File: src/rtl/host_mailbox.sv
// Multi-channel host<->kernel mailbox: per-channel command FIFO (host write -> kernel stream)
// and response FIFO (kernel stream -> host read-pop), with host-visible status and sticky errors.
module host_mailbox #(
  parameter int NUM_CH = 4,
  parameter int DEPTH  = 16,
  parameter int ADDR_W = 15,
  parameter int DATA_W = 32
) (
  input  logic                 clk,
  input  logic                 rstn,
  input  logic                 host_en,
  input  logic [3:0]           host_we,
  input  logic [ADDR_W-1:0]    host_addr,
  input  logic [DATA_W-1:0]    host_din,
  output logic [DATA_W-1:0]    host_dout,
  input  logic                 host_rst,
  output logic [NUM_CH-1:0]    cmd_valid,
  output logic [NUM_CH*32-1:0] cmd_data,
  input  logic [NUM_CH-1:0]    cmd_ready,
  input  logic [NUM_CH-1:0]    rsp_valid,
  input  logic [NUM_CH*32-1:0] rsp_data,
  output logic [NUM_CH-1:0]    rsp_ready
);

  localparam int PW  = $clog2(DEPTH);
  localparam int CW  = PW + 1;
  localparam int CHW = ADDR_W - 4;

  logic [CHW-1:0]              w_ch;
  logic [1:0]                  w_reg;
  logic                        w_wr;
  logic                        w_rd;
  logic [NUM_CH-1:0][31:0]     w_status;
  logic [NUM_CH-1:0][31:0]     w_rsp_head;
  logic [31:0]                 w_rd_data;
  logic [31:0]                 r_host_dout;
  logic                        w_unused_addr;

  assign w_ch          = host_addr[ADDR_W-1:4];
  assign w_reg         = host_addr[3:2];
  assign w_wr          = host_en && (host_we != 4'h0);
  assign w_rd          = host_en && (host_we == 4'h0);
  assign w_unused_addr = &host_addr[1:0];

  for (genvar c = 0; c < NUM_CH; c++) begin : g_ch
    logic [31:0]   r_cmd_mem [DEPTH];
    logic [31:0]   r_rsp_mem [DEPTH];
    logic [PW-1:0] r_cmd_wp, r_cmd_rp, r_rsp_wp, r_rsp_rp;
    logic [CW-1:0] r_cmd_cnt, r_rsp_cnt;
    logic          r_ovf, r_udf;
    logic          w_sel, w_cmd_req, w_cmd_full, w_cmd_pop, w_cmd_push, w_ovf_set;
    logic          w_rsp_push, w_rsp_req, w_rsp_empty, w_rsp_pop, w_udf_set, w_w1c;

    assign w_sel       = (w_ch == CHW'(c));
    assign w_cmd_req   = w_wr && w_sel && (w_reg == 2'd0) && (host_we == 4'hF);
    assign w_cmd_full  = (r_cmd_cnt == CW'(DEPTH));
    assign w_cmd_pop   = cmd_valid[c] && cmd_ready[c];
    // A full FIFO still accepts a push when the kernel frees a slot in the same cycle.
    assign w_cmd_push  = w_cmd_req && (!w_cmd_full || w_cmd_pop);
    assign w_ovf_set   = w_cmd_req && w_cmd_full && !w_cmd_pop;
    assign w_rsp_push  = rsp_valid[c] && rsp_ready[c];
    assign w_rsp_req   = w_rd && w_sel && (w_reg == 2'd2);
    assign w_rsp_empty = (r_rsp_cnt == '0);
    assign w_rsp_pop   = w_rsp_req && !w_rsp_empty;
    assign w_udf_set   = w_rsp_req && w_rsp_empty;
    assign w_w1c       = w_wr && w_sel && (w_reg == 2'd1) && host_we[2];

    assign cmd_valid[c]         = (r_cmd_cnt != '0);
    assign cmd_data[32*c +: 32] = r_cmd_mem[r_cmd_rp];
    assign rsp_ready[c]         = (r_rsp_cnt != CW'(DEPTH));
    assign w_status[c]          = {14'd0, r_udf, r_ovf, 8'(r_rsp_cnt), 8'(r_cmd_cnt)};
    assign w_rsp_head[c]        = w_rsp_empty ? 32'd0 : r_rsp_mem[r_rsp_rp];

    // NOTE: storage has no reset; emptiness is defined by the pointers/counts alone.
    always_ff @(posedge clk) begin
      if (w_cmd_push) r_cmd_mem[r_cmd_wp] <= host_din;
      if (w_rsp_push) r_rsp_mem[r_rsp_wp] <= rsp_data[32*c +: 32];
    end

    // NOTE: sequential state uses non-blocking assignments so all flops update together.
    always_ff @(posedge clk or negedge rstn) begin
      if (!rstn) begin
        r_cmd_wp  <= '0;
        r_cmd_rp  <= '0;
        r_cmd_cnt <= '0;
        r_rsp_wp  <= '0;
        r_rsp_rp  <= '0;
        r_rsp_cnt <= '0;
        r_ovf     <= 1'b0;
        r_udf     <= 1'b0;
      end else if (host_rst) begin
        r_cmd_wp  <= '0;
        r_cmd_rp  <= '0;
        r_cmd_cnt <= '0;
        r_rsp_wp  <= '0;
        r_rsp_rp  <= '0;
        r_rsp_cnt <= '0;
        r_ovf     <= 1'b0;
        r_udf     <= 1'b0;
      end else begin
        if (w_cmd_push) r_cmd_wp <= r_cmd_wp + 1'b1;
        if (w_cmd_pop)  r_cmd_rp <= r_cmd_rp + 1'b1;
        r_cmd_cnt <= r_cmd_cnt + CW'(w_cmd_push) - CW'(w_cmd_pop);
        if (w_rsp_push) r_rsp_wp <= r_rsp_wp + 1'b1;
        if (w_rsp_pop)  r_rsp_rp <= r_rsp_rp + 1'b1;
        r_rsp_cnt <= r_rsp_cnt + CW'(w_rsp_push) - CW'(w_rsp_pop);
        // Set has priority over a simultaneous write-1-to-clear.
        if (w_ovf_set)                  r_ovf <= 1'b1;
        else if (w_w1c && host_din[16]) r_ovf <= 1'b0;
        if (w_udf_set)                  r_udf <= 1'b1;
        else if (w_w1c && host_din[17]) r_udf <= 1'b0;
      end
    end
  end

  // NOTE: default assigned first so the read mux cannot infer a latch.
  always_comb begin
    w_rd_data = '0;
    for (int i = 0; i < NUM_CH; i++) begin
      if (w_ch == CHW'(i)) begin
        case (w_reg)
          2'd1:    w_rd_data = w_status[i];
          2'd2:    w_rd_data = w_rsp_head[i];
          default: w_rd_data = '0;
        endcase
      end
    end
  end

  always_ff @(posedge clk or negedge rstn) begin
    if (!rstn)         r_host_dout <= '0;
    else if (host_rst) r_host_dout <= '0;
    else if (w_rd)     r_host_dout <= w_rd_data;
  end

  assign host_dout = r_host_dout;

endmodule

File: config.mk
export PLATFORM = sky130hd
export DESIGN_NAME = host_mailbox
export DESIGN_NICKNAME = d
export VERILOG_FILES = /design/src/rtl/host_mailbox.sv
export SDC_FILE = /design/constraint.sdc
export NUM_CORES = 2
export LEC_CHECK = 0
export CAP_MARGIN = 0
export CORE_MARGIN = 4
export CORE_UTILIZATION = 60
export CTS_CLUSTER_DIAMETER = 40
export DETAILED_ROUTE_END_ITERATION = 12
export GPL_ROUTABILITY_DRIVEN = 1
export PLACE_DENSITY_LB_ADDON = 0.05
export SLEW_MARGIN = 25
export SYNTH_ARGS = -nofsm -noshare
export SYNTH_HDL_FRONTEND = slang
export SYNTH_SLANG_ARGS = --single-unit
File: constraint.sdc
create_clock -name clk -period 7.44 [get_ports clk]
set_input_delay 2.232 -clock clk [delete_from_list [all_inputs] [get_ports clk]]
set_output_delay 2.232 -clock clk [all_outputs]
set_load 0.03 [all_outputs]
==> reports/qor.csv <==
stage,metric,value,unit
yosys,Post-synth EDFFs,4096,
clocking,Clock transition at path regs,0.05,ns
clocking,Resize count post-CTS,0,
timing,f_max,155,MHz
timing,Setup Viol. Count Final,0,
min_path,HP Class,flip-flop to flip-flop,
critical_path,Crit Path Max Fanout,52,
routing,final WL,387000,µm
timing,setup TNS,0,ns
timing,Relative slew margins,26.7,%
final_layout,Multi-input gate area,0.0360,mm²
routing,DR WL/cell,32.5,µm
clocking,Clock Path Buffers,4,
yosys,synthesized cell area,0.164,mm²
yosys,Synth area leaders,"edfxtp_1, mux4_2, dfrtp_1",
yosys,most common cell in the netlist,edfxtp_1,
grt,number of antenna violations at the first check in global routing,50,
placement,hpwl dp,217000,µm
grt,largest net degree at the start of global routing,134,
yosys,Seq cells post-synth,4240,
timing,Final Skew,0.0298,ns
yosys,cell accounting for the most synthesized area,edfxtp_1,
pwr,Leakage Power,59.6,nW
clocking,cts bufs inserted,540,
clocking,CTS tree,built,
yosys,Commonest cells post-synth,"edfxtp_1, mux4_2, clkbuf_1, a21oi_1, nor2_1",
grt,Overall Global Routing Usage,27.8,%
critical_path,CP max stage cell,dfrtp_4,
floorplanning,Rows,191,
placement,port bufs,356,
critical_path,cells along the critical path,buf_12 -> mux4_2 -> mux4_2 -> clkdlybuf4s50_1,
yosys,synth unique cells,60,
grt,first-pass GRT wire length,563000,µm
critical_path,WP data required,5.21,ns
final_layout,layout cells sized above 1,31.0,%
floorplanning,Die Y,531,µm
pwr,pwr/cell area,313,mW/mm²
placement,GPL Wtd Cong,0.805,
yosys,Synth Flop Type,edfxtp_1,
grt,total grt overflow,0,
final_layout,Reg area,0.127,mm²
routing,DR vias/cell,6.50,
yosys,"FFs w/ async S/R, synth",3.40,%
timing,period utilization,86.7,%
yosys,Syn Area/Cell,23.0,µm²
yosys,"Warnings, synthesis",0,
clocking,postcts setup bufs,0,
routing,router iterations before antenna repair,8,
critical_path,CP most frequent cell,mux4_2,
clocking,H-tree depth,6,
timing,final hold vios,0,
clocking,clock latency on the worst-skew pair,0.99,ns
pwr,VDD IR max,0.284,mV
clocking,clock sinks,4240,
critical_path,CP Capture Type,primary output,
final_layout,fillers,16136,
critical_path,Worst Path Arrival,4.22,ns
status,status,"complete, no violations",
timing,WHS,0.554,ns
floorplanning,Die Area,0.282,mm²
grt,number of global-route vias before repair,80053,
clocking,Clk Tree Root Cell,clkbuf_16,
routing,via count,77542,
yosys,sequential fraction of the synthesis area,77.2,%
yosys,Syn Nets,7421,
timing,Max Slew Vio Count,0,
floorplanning,Die X,531,µm
critical_path,WS Path Type,flip-flop to primary output,
job,max cap viols,0,
timing,Final min period,6.45,ns
routing,remaining antenna violation count,0,
floorplanning,# IOs,359,
floorplanning,core area,0.271,mm²
routing,# DRC,0,
yosys,post-synthesis cell count,7131,
critical_path,"slowest stage delay, CP",0.90,ns
clocking,# hold bufs at CTS,0,
timing,RSZ-0062 raised after global routing,no,
final_layout,Nets,8183,
routing,DR iter-0 viols,8945,
critical_path,CP Launch Type,flip-flop,
timing,Slew @ Worst Pin,1.09,ns
yosys,post-synth top area share,75.0,%
final_layout,Layout area overhead,16.5,%
floorplanning,Starting Density,60.4,%
[logic make-up after synthesis]
logic type | count (synthesis) | synth area share [%]
DFF | 4240 | 77.2
muxes | 1333 | 17.2
and+or+nand+nor | 541 | 1.78
buffers and inverters | 469 | 1.19
AOI/OAI and AO/OA | 377 | 1.51
adders and majority gates | 99 | 0.791
xor gates and xnor gates | 72 | 0.384
[path summary, 6_finish.rpt]
| kind | start | endpoint | slack [ns] | depth (start not counted) |
|---|---|---|---|---|
| min reg2reg | g_ch[3].r_ovf | g_ch[3].r_ovf | 0.55 | 2 |
| min | g_ch[3].r_ovf | g_ch[3].r_ovf | 0.55 | 2 |
| max reg2reg | g_ch[2].r_rsp_cnt[2] | g_ch[2].r_rsp_mem[11][18] | 3.70 | 8 |
| max | g_ch[3].r_cmd_rp[0] | cmd_data[124] | 0.99 | 4 |
| min in group asynchronous | rstn | host_dout[20] | 1.22 | 1 |
| max in group asynchronous | rstn | g_ch[1].r_cmd_rp[1] | 4.76 | 2 |
[area by class of cell]
| type | count | share of cell area, % |
|---|---|---|
| Tap cell | 3570 | 2.34 |
| Sequential cell | 4240 | 66.3 |
| Multi-Input combinational cell | 2422 | 18.8 |
| Clock buffer | 637 | 7.56 |
| Antenna cell | 20 | 0.0262 |
| Clock inverter | 346 | 1.87 |
| Timing Repair Buffer | 602 | 2.95 |
| Inverter | 87 | 0.171 |
[sequential cells by signal (all words and copies together), names as in the netlist]
| name | flops |
|---|---|
| g_ch.r_cmd_mem | 2048 |
| g_ch.r_rsp_mem | 2048 |
| host_dout | 32 |
| g_ch.r_cmd_cnt | 20 |
| g_ch.r_rsp_cnt | 20 |
| g_ch.r_cmd_rp | 16 |
| g_ch.r_cmd_wp | 16 |
| g_ch.r_rsp_rp | 16 |
| g_ch.r_rsp_wp | 16 |
| g_ch.r_ovf | 4 |
| g_ch.r_udf | 4 |
[worst max-delay path: cells and delay by family (launching register included)]
| family | cells | cell delay [ns] |
|---|---|---|
| DFF | 1 | 0.90 |
| muxes | 2 | 1.14 |
| buffers and inverters | 2 | 1.09 |
[placed cells by master, fill, tap and decap left out, types with 80 or more instances in the layout]
master / instances
edfxtp_1: 4096
mux4_2: 1181
clkbuf_16: 561
clkdlybuf4s50_1: 322
buf_4: 225
a21oi_1: 161
nor2_1: 130
dfrtp_1: 112
nand2_1: 94
ha_1: 90
inv_1: 86
mux2i_1: 80
clkinv_2: 80
[where the power goes]
part | internal (mW) | switching (mW)
Sequential | 26.6 | 0.458
Combinational | 3.32 | 3.61
Clock | 15.8 | 9.99
Total | 45.7 | 14.1
[metal layers]
layer / routed length (µm) / global-route usage, %
met1: 150000 / 39.2
met2: 193000 / 44.8
met3: 29700 / 5.10
met4: 14500 / 9.77
met5: 208 / 0
[through the flow]
| step | util, % | setup WS [ns] | area (µm²) | std cells | total power [mW] |
|---|---|---|---|---|---|
| after detailed placement | 63.7 | 0.855 | 173000 | 10915 | 34.6 |
| after global routing | 70.4 | 0.767 | 191000 | 11911 | 61.8 |
| final | 70.4 | 0.991 | 191000 | 11924 | 59.8 |
| after CTS | 70.3 | 0.848 | 191000 | 11898 | 60.3 |
| after global placement | 63.7 | 0.886 | 173000 | 10912 | 34.5 |
| after floorplan | - | 1.04 | 164000 | 7131 | 32.0 |
No activity file was read; power rests on OpenSTA's default activity.
